`config.mk`:
```
export PLATFORM = sky130hd
export DESIGN_NAME = vid_pixel_fifo
export DESIGN_NICKNAME = d
export VERILOG_FILES = /design/src/rtl/vid_pixel_fifo.sv
export SDC_FILE = /design/constraint.sdc
export NUM_CORES = 1
export LEC_CHECK = 0
export BUFFER_PORTS_ARGS = -buffer_cell sky130_fd_sc_hd__buf_2
export CELL_PAD_IN_SITES_DETAIL_PLACEMENT = 0
export CELL_PAD_IN_SITES_GLOBAL_PLACEMENT = 2
export CORE_MARGIN = 5
export CORE_UTILIZATION = 48
export CTS_BUF_LIST = sky130_fd_sc_hd__clkbuf_16
export CTS_CLUSTER_DIAMETER = 30
export DETAILED_ROUTE_END_ITERATION = 10
export PLACE_DENSITY = 0.9
export SLEW_MARGIN = 20
export SYNTH_ARGS = -nofsm -noshare
export SYNTH_HDL_FRONTEND = slang
export SYNTH_SLANG_ARGS = --single-unit
```
`constraint.sdc`:
```
create_clock -name clk -period 3.75 [get_ports clk]
set_input_delay 0 -clock clk [delete_from_list [all_inputs] [get_ports clk]]
set_output_delay 0 -clock clk [all_outputs]
set_load 0.005 [all_outputs]
```
`src/rtl/vid_pixel_fifo.sv`:
```
// Parametrised synchronous pixel FIFO with occupancy level, almost-full/empty thresholds,
// sticky overflow/underflow flags and synchronous flush. Define PIXFIFO_FWFT_EN for first-word-fall-through reads.
module vid_pixel_fifo #(
    parameter int unsigned  DATA_W = 24,
    parameter int unsigned  DEPTH  = 16,
    localparam int unsigned AW     = $clog2(DEPTH)
) (
    input  logic              clk,
    input  logic              reset_n,
    input  logic              flush,
    input  logic              wr_en,
    input  logic [DATA_W-1:0] wr_data,
    input  logic              rd_en,
    output logic [DATA_W-1:0] rd_data,
    output logic              rd_valid,
    output logic              full,
    output logic              empty,
    input  logic [AW:0]       af_thresh,
    input  logic [AW:0]       ae_thresh,
    output logic              almost_full,
    output logic              almost_empty,
    output logic [AW:0]       level,
    output logic              overflow,
    output logic              underflow,
    input  logic              err_clr
);

    generate
        if (DEPTH < 2 || (DEPTH & (DEPTH - 1)) != 0) begin : g_depth_chk
            $error("vid_pixel_fifo: DEPTH must be a power of two and >= 2");
        end
    endgenerate

    localparam logic [AW:0] DEPTH_L = (AW+1)'(DEPTH);
    localparam logic [AW:0] ONE_L   = (AW+1)'(1);

    logic [DATA_W-1:0] mem [DEPTH];
    logic [AW:0]       wr_ptr;
    logic [AW:0]       rd_ptr;
    logic [AW:0]       level_q;
    logic [AW:0]       level_nxt;
    logic              wr_acc;
    logic              rd_acc;
    logic              ovf_set;
    logic              unf_set;

    // Status flags decode the registered level only.
    assign level        = level_q;
    assign full         = (level_q == DEPTH_L);
    assign empty        = (level_q == '0);
    assign almost_full  = (level_q >= af_thresh);
    assign almost_empty = (level_q <= ae_thresh);

    // Flush masks both ports; rejected operations only raise the sticky flags.
    always_comb begin
        wr_acc    = 1'b0;
        rd_acc    = 1'b0;
        ovf_set   = 1'b0;
        unf_set   = 1'b0;
        level_nxt = level_q;
        if (!flush) begin
            wr_acc  = wr_en && !full;
            rd_acc  = rd_en && !empty;
            ovf_set = wr_en && full;
            unf_set = rd_en && empty;
        end
        if (flush) begin
            level_nxt = '0;
        end else if (wr_acc && !rd_acc) begin
            level_nxt = level_q + ONE_L;
        end else if (rd_acc && !wr_acc) begin
            level_nxt = level_q - ONE_L;
        end
    end

    always_ff @(posedge clk or negedge reset_n) begin
        if (!reset_n) begin
            wr_ptr    <= '0;
            rd_ptr    <= '0;
            level_q   <= '0;
            overflow  <= 1'b0;
            underflow <= 1'b0;
        end else begin
            level_q <= level_nxt;
            if (flush) begin
                wr_ptr <= '0;
                rd_ptr <= '0;
            end else begin
                if (wr_acc) wr_ptr <= wr_ptr + ONE_L;
                if (rd_acc) rd_ptr <= rd_ptr + ONE_L;
            end
            if (ovf_set)      overflow <= 1'b1;
            else if (err_clr) overflow <= 1'b0;
            if (unf_set)      underflow <= 1'b1;
            else if (err_clr) underflow <= 1'b0;
        end
    end

    // Storage array is intentionally left unreset.
    always_ff @(posedge clk) begin
        if (wr_acc) mem[wr_ptr[AW-1:0]] <= wr_data;
    end

`ifdef PIXFIFO_FWFT_EN
    assign rd_data  = mem[rd_ptr[AW-1:0]];
    assign rd_valid = !empty;
`else
    always_ff @(posedge clk or negedge reset_n) begin
        if (!reset_n) begin
            rd_data  <= '0;
            rd_valid <= 1'b0;
        end else begin
            rd_valid <= rd_acc;
            if (rd_acc) rd_data <= mem[rd_ptr[AW-1:0]];
        end
    end
`endif

endmodule

```
==> metrics.txt <==
Max Cap Viol 0; syn_area_per_cell 21.0 sq um; vias post-DR 8370; post-DR vias/cell 5.68; outcome completed; largest fanout on the critical path 8; first-pass GRT wire length 55500 microns; number of global-route vias before repair between 9000 and 10000; WP data required 4220 ps; max incr delay on CP 560 ps; setup TNS 0 ps; clock latency on the worst-skew pair 570 ps; Critical R2R Capture level[4]; nets 1022; ys async rst share 0.0943; Worst Tran Pin Value 984 ps; Synth Area in Simple Gates 0.0263; Reg area 12500 sq um; worst-path cell chain nor4_4 > a21boi_1 > nor2_1 > nand2_1 > ha_1 > a21oi_1 > nand2_1 > and3b_1 > a311o_1 > a31oi_1; TritonRoute pass-1 iters 5; row count 68; Max VDD drop approximately 0.00035 V; unrepaired setup endpoints after global routing no; DR DRC count 0; RePlAce Congestion 0.740; grt ovf 0; initial antenna violation count 0; die area 38700 sq um; FF-to-FF path depth 10; initial DRC count between 700 and 800; Post-Route WL 36200 microns; synth unique cells 42; initial cell density of the core 0.486; number of synthesized register bits 424; final instance area 20400 sq um; count leader, synth edfxtp_1; Root Buffer clkbuf_16; Power Density 677 nW/um^2; largest net degree at the start of global routing 38; core footprint 34500 sq um; hold slack 23.5 ps; mux share of post-synthesis cell area 0.159; CP arrival between 3000 and 4000 ps; Synth Flop Type edfxtp_1; width of the die 197 microns; Leak 6.93 nW; fraction of layout cells with a size suffix above 1 0.352; CP Class register to register; crit path max-delay cell type nor4_4; Diodes inserted 0; P&R area growth vs syn 21.7%; Worst path top cell family by delay simple AND/OR/NAND/NOR gates; synthesized area 16800 sq um; Rel. slew slack 0.344; r2r setup slk 680 ps; GRT Total Usage 0.191; Post-Synth Adder-Cell Area 0.0154; Synth Instances 798; Achievable Freq 326 MHz; Yosys warning total 0; Layout fillers 2429; Hold Path Class input pin to async pin; post-CTS sizing 0; Routed wire per std cell approximately 25 microns; CTS H-tree depth 3; cell count along the critical path 10; main combinational cell family by area after synthesis multiplexers; TritonCTS buffer count 68; Die H 197 microns; Setup Skew 31.1 ps; Post-synth EDFFs 384; Final Hold Violating Endpoints 0; Cell Area, Placed between 15000 and 20000 sq um; Seq/Total Area, Yosys 0.748; Area contributors post-synth edfxtp_1 69%, mux4_2 13%, dfrtp_1 6.0%; IO Pins between 70 and 80; launching point of the worst reg2reg path level[1]; Final setup viols 0; XOR/XNOR Fraction of Synth Area 0.00418; Period minus WS final 3070 ps; Mapped Nets 858; Synth Area in Compound Gates 0.0290; Port Buf Inserts 75; cell with the most instances on the worst path nand2_1; crit path to level[4]; post-route ant nets 0; Num Clock Sinks 424; CP startpoint kind register; area of the multi-input gates 3990 sq um; buffer depth of the longest clock path 3; TritonCTS clock tree yes; Buf/Inv on CP 0; Setup crit end kind register; Worst Setup SP level[1]; Synth top area share 0.688; Final HPWL DP approximately 20000 microns; cell taking the most area after synthesis edfxtp_1; Max Slew Vio Count 0; clock-pin slew on the worst setup and hold paths 50 ps; top cells by count, synth 384 x edfxtp_1, 96 x mux4_2, 50 x mux2i_1; Final Cycle Share 0.817
[routing by layer]
| metal | share of wire | routed length [microns] | track usage | vias to the layer above |
|---|---|---|---|---|
| met3 | 0.066 | 2400 | 0.0332 | 63 |
| met2 | 0.52 | 18700 | 0.326 | 319 |
| met4 | 0.020 | 721 | 0.0598 | 0 |
| met5 | 0 | 0 | 0 | - |
| li1 | - | - | - | 3623 |
| met1 | 0.40 | 14300 | 0.253 | 4365 |
[worst register-to-register path, delay by kind of cell, from the launching register on]
family	cells	cell delay [ps]
DFF	1	500
AOI/OAI and AO/OA	4	950
adders and majority gates	1	380
and+or+nand+nor	5	1140
[logic make-up after synthesis]
group                    count (synthesis)
AND/OR/NAND/NOR                         94
AO/OA/AOI/OAI                           47
buffers and inverters                   59
multiplexers                           146
adder cells (fa/ha/maj)                 20
flip-flops                             424
XOR/XNOR                                 8
[cells in the final DEF, fill, tap and decap left out, drive strengths merged, types with 8 or more instances in the layout]
cell type	Yosys	final
clkinvlp	0	10
nand3	8	8
edfxtp	384	384
clkbuf	13	68
mux4	96	96
nand2	43	43
inv	19	40
nor2	26	26
buf	27	103
o221ai	24	24
clkinv	0	22
dfrtp	40	40
dlygate4sd3	0	31
mux2i	50	50
ha	19	19
[how the worst min path moves through the flow]
stage	from	to	slack, ps	depth (start not counted)
after floorplan	reset_n	level[0]	-300	0
after global routing	reset_n	rd_data[17]	60	3
after global placement	reset_n	rd_data[13]	-5	1
after detailed placement	reset_n	rd_data[13]	1	1
after CTS	reset_n	rd_data[17]	20	3
final	reset_n	rd_data[17]	20	3
[registers in the layout, summed over array words and instances, names as in the netlist]
register and cells:
level 5, rd_ptr 4, underflow 1, wr_ptr 4
rd_data 24, rd_valid 1, mem 384, overflow 1
[where the power goes]
part           internal, mW  leakage, nW  switching, mW
sequential             5.40         3.97          0.219
combinational          1.04         1.85           1.13
clock                  3.74         1.11           2.28
[cell type report]
type | count | area share
Tap cell | 455 | 0.0279
Multi-Input combinational cell | 315 | 0.196
Clock inverter | 58 | 0.0273
Inverter | 19 | 0.00350
Timing Repair Buffer | 134 | 0.0470
Sequential cell | 424 | 0.615
Clock buffer | 68 | 0.0835
[timing repair]
action	in CTS	in global routing
hold endpoints to repair	435	0
hold buffers	31	0
setup buffers	0	0
[stage by stage]
| stage | worst slack [ps] | total power, mW | std cells | utilization |
|---|---|---|---|---|
| global route | 400 | 14.4 | 1473 | 0.592 |
| detailed placement | 686 | 7.87 | 1316 | 0.517 |
| CTS | 674 | 14.0 | 1473 | 0.592 |
| global placement | 770 | 7.84 | 1316 | 0.517 |
| floorplan | 621 | 7.18 | 798 | - |
| finish | 685 | 13.8 | 1473 | 0.592 |
Note: power is estimated with default switching activity, not from simulation.
